[src/rtl/cpu.sv]
// rtl/cpu.sv - hardwired TEC-8 style microcontroller
// Decodes console mode, beat pulses, opcode and flags into datapath control strobes.
module cpu (
    input  logic       t3,
    input  logic       clr,
    input  logic       swc,
    input  logic       swb,
    input  logic       swa,
    input  logic [3:0] ir,
    input  logic       w1,
    input  logic       w2,
    input  logic       w3,
    input  logic       c,
    input  logic       z,
    output logic [3:0] s,
    output logic       m,
    output logic       cin,
    output logic       drw,
    output logic       pcinc,
    output logic       lpc,
    output logic       lar,
    output logic       pcadd,
    output logic       arinc,
    output logic       selctl,
    output logic       memw,
    output logic       stop,
    output logic       lir,
    output logic       ldz,
    output logic       ldc,
    output logic       abus,
    output logic       sbus,
    output logic       mbus,
    output logic       short_cycle,
    output logic       long_cycle,
    output logic       sel3,
    output logic       sel2,
    output logic       sel1,
    output logic       sel0
);

    typedef enum logic {
        PASS1 = 1'b0,
        PASS2 = 1'b1
    } pass_t;

    localparam logic [2:0] MODE_RUN     = 3'b000;
    localparam logic [2:0] MODE_WR_MEM  = 3'b001;
    localparam logic [2:0] MODE_RD_MEM  = 3'b010;
    localparam logic [2:0] MODE_RD_REG  = 3'b011;
    localparam logic [2:0] MODE_WR_REG  = 3'b100;

    localparam logic [3:0] OP_NOP = 4'b0000;
    localparam logic [3:0] OP_ADD = 4'b0001;
    localparam logic [3:0] OP_SUB = 4'b0010;
    localparam logic [3:0] OP_AND = 4'b0011;
    localparam logic [3:0] OP_INC = 4'b0100;
    localparam logic [3:0] OP_LD  = 4'b0101;
    localparam logic [3:0] OP_ST  = 4'b0110;
    localparam logic [3:0] OP_JC  = 4'b0111;
    localparam logic [3:0] OP_JZ  = 4'b1000;
    localparam logic [3:0] OP_JMP = 4'b1001;
    localparam logic [3:0] OP_STP = 4'b1110;

    pass_t      state;
    pass_t      next_state;
    logic [2:0] mode;
    logic       st0;

    assign mode = {swc, swb, swa};
    assign st0  = (state == PASS2);

    // ST0 is never cleared by a mode change; only clr returns it to the first pass.
    always_ff @(posedge t3) begin
        if (clr) begin
            state <= PASS1;
        end else begin
            state <= next_state;
        end
    end

    always_comb begin
        next_state  = state;
        s           = 4'b0000;
        m           = 1'b0;
        cin         = 1'b0;
        drw         = 1'b0;
        pcinc       = 1'b0;
        lpc         = 1'b0;
        lar         = 1'b0;
        pcadd       = 1'b0;
        arinc       = 1'b0;
        selctl      = 1'b0;
        memw        = 1'b0;
        stop        = 1'b0;
        lir         = 1'b0;
        ldz         = 1'b0;
        ldc         = 1'b0;
        abus        = 1'b0;
        sbus        = 1'b0;
        mbus        = 1'b0;
        short_cycle = 1'b0;
        long_cycle  = 1'b0;
        sel3        = 1'b0;
        sel2        = 1'b0;
        sel1        = 1'b0;
        sel0        = 1'b0;

        if (!clr) begin
            selctl = (mode != MODE_RUN);
            case (mode)
                MODE_WR_REG: begin
                    // First pass writes R0/R1, second pass R2/R3; source index mirrors dest.
                    if (w1 || w2) begin
                        sbus = 1'b1;
                        drw  = 1'b1;
                        stop = 1'b1;
                        sel3 = st0;
                        sel2 = w2;
                        sel1 = st0;
                        sel0 = w2;
                        if (w2 && !st0) next_state = PASS2;
                    end
                end
                MODE_RD_REG: begin
                    if (w1) begin
                        stop = 1'b1;
                        sel0 = 1'b1;
                    end else if (w2) begin
                        stop = 1'b1;
                        sel3 = 1'b1;
                        sel1 = 1'b1;
                        sel0 = 1'b1;
                    end
                end
                MODE_RD_MEM: begin
                    if (w1) begin
                        stop        = 1'b1;
                        short_cycle = 1'b1;
                        if (!st0) begin
                            sbus       = 1'b1;
                            lar        = 1'b1;
                            next_state = PASS2;
                        end else begin
                            mbus  = 1'b1;
                            arinc = 1'b1;
                        end
                    end
                end
                MODE_WR_MEM: begin
                    if (w1) begin
                        sbus        = 1'b1;
                        stop        = 1'b1;
                        short_cycle = 1'b1;
                        if (!st0) begin
                            lar        = 1'b1;
                            next_state = PASS2;
                        end else begin
                            memw  = 1'b1;
                            arinc = 1'b1;
                        end
                    end
                end
                MODE_RUN: begin
                    if (!st0) begin
                        if (w1) begin
                            sbus        = 1'b1;
                            lpc         = 1'b1;
                            stop        = 1'b1;
                            short_cycle = 1'b1;
                            next_state  = PASS2;
                        end
                    end else if (w1) begin
                        lir   = 1'b1;
                        pcinc = 1'b1;
                    end else if (w2) begin
                        case (ir)
                            OP_ADD: begin
                                s    = 4'b1001;
                                cin  = 1'b1;
                                abus = 1'b1;
                                drw  = 1'b1;
                                ldz  = 1'b1;
                                ldc  = 1'b1;
                            end
                            OP_SUB: begin
                                s    = 4'b0110;
                                abus = 1'b1;
                                drw  = 1'b1;
                                ldz  = 1'b1;
                                ldc  = 1'b1;
                            end
                            OP_AND: begin
                                m    = 1'b1;
                                s    = 4'b1011;
                                abus = 1'b1;
                                drw  = 1'b1;
                                ldz  = 1'b1;
                            end
                            OP_INC: begin
                                s    = 4'b0000;
                                abus = 1'b1;
                                drw  = 1'b1;
                                ldz  = 1'b1;
                                ldc  = 1'b1;
                            end
                            OP_LD: begin
                                m          = 1'b1;
                                s          = 4'b1010;
                                abus       = 1'b1;
                                lar        = 1'b1;
                                long_cycle = 1'b1;
                            end
                            OP_ST: begin
                                m          = 1'b1;
                                s          = 4'b1111;
                                abus       = 1'b1;
                                lar        = 1'b1;
                                long_cycle = 1'b1;
                            end
                            OP_JC:  pcadd = c;
                            OP_JZ:  pcadd = z;
                            OP_JMP: begin
                                m    = 1'b1;
                                s    = 4'b1111;
                                abus = 1'b1;
                                lpc  = 1'b1;
                            end
                            OP_STP: stop = 1'b1;
                            OP_NOP: ;
                            default: ;
                        endcase
                    end else if (w3) begin
                        // Only the memory-access instructions extend into W3.
                        if (ir == OP_LD) begin
                            mbus = 1'b1;
                            drw  = 1'b1;
                        end else if (ir == OP_ST) begin
                            m    = 1'b1;
                            s    = 4'b1010;
                            abus = 1'b1;
                            memw = 1'b1;
                        end
                    end
                end
                default: ;
            endcase
        end
    end

endmodule

[config.mk]
export PLATFORM = sky130hd
export DESIGN_NAME = cpu
export DESIGN_NICKNAME = d
export VERILOG_FILES = /design/src/rtl/cpu.sv
export SDC_FILE = /design/constraint.sdc
export NUM_CORES = 1
export LEC_CHECK = 0
export CAP_MARGIN = 10
export CORE_MARGIN = 2
export CORE_UTILIZATION = 40
export CTS_CLUSTER_SIZE = 16
export DETAILED_ROUTE_END_ITERATION = 12
export PLACE_DENSITY = 0.89
export SYNTH_ARGS = -nofsm -noshare
export SYNTH_HDL_FRONTEND = slang
export SYNTH_SLANG_ARGS = --single-unit
[constraint.sdc]
create_clock -name t3 -period 5.08 [get_ports t3]
set_input_delay 1.016 -clock t3 [delete_from_list [all_inputs] [get_ports t3]]
set_output_delay 1.016 -clock t3 [all_outputs]
set_load 0.01 [all_outputs]
Yosys cells after proc, flatten, opt, wreduce, memory -nomap -nowiden:

Index checks and enable logic that the tools add are counted.

* register bits after elaboration: 1
* bits of input ports: 14
* output and inout port bits: 27
* word-level logic and storage cells: 150

* equal/unequal tests: 17
* mux-type cells: 118
* reduce and logical (&&, ||, !) cells: 14

Operators with widths (number)
* 1-bit 2-to-1 mux: 98
* 4-bit 2-to-1 mux: 8
* 4-bit one-hot mux with 5 select lines: 1
* 4-bit by 3-bit equality test with 1-bit output (second input constant): 4
* 1-bit one-hot mux with 2 select lines: 8
* 4-bit equality test (second input constant): 3
* 4-bit by 2-bit equality test with 1-bit output (second input constant): 2
* 1-bit one-hot mux with 4 select lines: 2
* 4-bit OR reduction: 2
* 7-bit OR reduction: 1
* 3-bit by 2-bit equality test with 1-bit output (second input constant): 2
* 3-bit nonzero test: 2
* 2-bit OR reduction: 3
* 4-bit by 1-bit equality test with 1-bit output (second input constant): 1
* 2-bit != test (second input constant): 2
* 4-bit AND reduction: 1
* 3-bit by 1-bit equality test with 1-bit output (second input constant): 1
* 3-bit equality test (second input constant): 1
* 3-bit zero test: 1
* 1-bit one-hot mux with 3 select lines: 1
* 3-bit OR reduction: 1
* 2-bit by 1-bit != test with 1-bit output (second input constant): 1
* 1-bit logical AND: 1
* 1-bit zero test: 1
* 1-bit logical OR: 1

Longest topological paths before layout:

* word-level depth: 9
* gate-level depth with buffers: 6
* depth with buffers taken out: 4

Worst setup path before layout:

No wires, ideal clock.

* path kind: input -> output
* start point: in swc
* end point: out s[3]
* arrival time: 2.304 ns
* data required time: 4.064 ns
* slack: 1.760 ns
* cell stages on the path: 5
* path buffers: 1
* cells stage by stage: buf_6 > or3_4 > or2_4 > or3_1 > a31oi_1

* cells in the longest elaborated chain, start to end: 3

Ends and longest elaborated chain
* start: declaration: RTL line 6 `input logic swc,`
* 3-bit zero test: RTL line 110 `case (mode)`
* 4-bit 2-to-1 mux: RTL line 110
* 4-bit 2-to-1 mux: RTL line 108 `if (!clr) begin`
* end: declaration: RTL line 15 `output logic [3:0] s,`

Every way passes these cells.

Worst setup path in the final report:

* start point: in ir[1]
* end point: out s[3]

* cells in the longest elaborated chain, start to end: 9
* elaborated cells between the ends (all ways): 16
* those cells by class: 6 x eq/ne; 9 x mux; 1 x reduce/logical

Ends and longest elaborated chain
* start: declaration: RTL line 9 `input logic [3:0] ir,`
* 4-bit by 3-bit equality test with 1-bit output: RTL line 176, 237
* 4-bit 2-to-1 mux: RTL line 237 `end else if (ir == OP_ST) begin`
* 4-bit 2-to-1 mux: RTL line 234 `if (ir == OP_LD) begin`
* 4-bit 2-to-1 mux: RTL line 232 `end else if (w3) begin`
* 4-bit 2-to-1 mux (*): RTL line 175 `end else if (w2) begin`
* 4-bit 2-to-1 mux (*): RTL line 172 `end else if (w1) begin`
* 4-bit 2-to-1 mux (*): RTL line 164 `if (!st0) begin`
* 4-bit 2-to-1 mux (*): RTL line 110
* 4-bit 2-to-1 mux (*): RTL line 108

Every way passes the cells marked *; elsewhere a longest branch is shown, timed or not.

==> run metrics <==
fill count 149; area grow syn2layout 53.7%; ys flop type dfxtp_1; # resized after CTS 0; most used cell along the critical path clkdlybuf4s50_1; Synth Cell Area just under 700 sq um; Gate power share 0.852; P_sw between 30 and 40 uW; Hold Path Class reg2reg; Post-synth EDFFs 0; Final Net Count 162; max-cap violations 0; fin util 0.673; Port Buffer Count 40; Post-synth ARST share 0; clk_lat worst skew 0 ps; Total Wirelength 2180 um; Hold Vio Cnt, Final 0; critical path arrival 3480 ps; core area 1560 sq um; clock share of power 0; drt initial violations 18; Vias/cell ~6; hold depth 2; final period utilization 0.886; CP Class in2out; number of cells in the finished layout apart from fillers 162; # diodes 0; PD cells around 67 nW/um^2; Hold-fix buffers, CTS 0; Crit. path cell count 6; most frequent cells in the layout clkdlybuf4s50_1 (40), nor2_1 (14), a21oi_1 (14); register area share after synthesis 0.0293; Worst Setup Start Kind primary input; Initial DRT Pass Iterations 4; die height between 40 and 50 um; FF/Latch Area 20.0 sq um; share of post-route cells with drive strength above 1 0.0479; FF-to-FF Start st0; die width ~45 um; Routed Antenna Nets 0; number of synthesized register bits 1; Seq pwr share 0.148; VDD IR max approximately 0.072 mV; RSZ-0062 raised after global routing no; setup TNS 0 ps; Mapped Avg Cell Area 5.74 sq um; Cell Rows 14; vias in the first global route ~800; Syn Nets 133; setup violators final 0; final estimated routing congestion in global placement around 0.86; CTS clk-pin slew, worst paths 0 ps; Slowest-stage cell, CP clkdlybuf4s50_1; Final Critical Period roughly 4500 ps; Worst path max stage delay around 730 ps; DR DRC count 0; Leak roughly 0.00033 uW; DIE AREA 2050 sq um; Slew headroom 0.654; gr usage total 0.219; largest net degree at the start of global routing 19; R2R cell count 2; CP Data Required Time 4060 ps; cells along the critical path clkdlybuf4s50_1, nor4bb_1, a21oi_1, or3_1, a31oi_1, clkdlybuf4s50_1; post-synthesis cell count 119; global-route wire length before repair around 3500 um; initial antenna violation count 0; Post-CTS Setup Bufs 0; hold path start st0; Vias 970; Avg WL per Cell 13.5 um; Multi-input gate area just under 600 sq um; GRT overflow 0; Buf/Inv on CP 2; Area after DPL between 1000 and 1500 sq um; Fmax between 200 and 250 MHz; commonest non-fill, non-tap cell in the layout clkdlybuf4s50_1; Synth Warn # 0; worst-margin pin slew 511 ps; CP endpoint kind primary output; # IOs between 40 and 50; max FFs per register 1; post-route cell area ~1000 sq um; Critical Path Source ir[1]; Final HPWL DP ~1700 um; fin. max-slew vios 0; CP Max Fanout 14; Initial Utilization 0.438; Sw Share 0.463; Netlist cell types 38; Pwr Total approximately 70 uW; Pint between 30 and 40 uW; status finished, final reports clean; CP delay by family, top buffers and inverters; Placed Instances roughly 160; clk_skew 0 ps
## cells by family after synthesis
logic type | share of synthesized area
compound gates | 0.286
xor+xnor | 0.0256
buf+inv | 0.117
flops | 0.0293
mux | 0.0147
simple gates | 0.527
## tightest hold or removal path, stage by stage, from the launching register on
cell	delay (ps)
dfxtp_1	500
nor3_1	110
nor2_1	70
## synth_stat cells, types with 3 or more instances
cell,number,area share
a21oi_1,14,0.10
nor2_1,14,0.077
clkbuf_1,12,0.066
nand2_1,11,0.060
nor3_1,8,0.059
nand2b_1,6,0.055
nor2b_1,5,0.046
o21ai_0,5,0.037
or3_1,4,0.037
a31oi_1,3,0.027
nand4_1,3,0.027
## per-stage QoR
step                      setup slack [ps]  hold WS [ps]
after floorplan                       1760           725
after global placement                 693           690
after detailed placement               609           698
after CTS                              605           699
after global routing                   437           763
final                                  581           714
## final timing paths
kind	to	slack (ps)
max	s[3]	580
min	st0	710
max reg2reg	st0	4280
min reg2reg	st0	710
## power by group through the flow
stage	registers, uW	clock network [uW]	logic (uW)
finish	10.4	0	59.6
global route	10.5	0	65.3
CTS	10.3	0	59.3
detailed placement	10.3	0	59.0
global placement	10.2	0	57.5
floorplan	8.83	0	37.6
## layer usage
layer	vias to the layer above	wire length [um]	GRT usage
li1	485	-	-
met1	439	937	0.280
met2	44	1090	0.414
met3	2	137	0.0120
met4	0	17	0.0176
met5	-	0	0
## cell type report
type                            instances  area share
Multi-Input combinational cell        101       0.555
Tap cell                               16      0.0191
Sequential cell                         1      0.0191
Inverter                                1     0.00358
Timing Repair Buffer                   43       0.403
(Power assumes the default switching activity.)
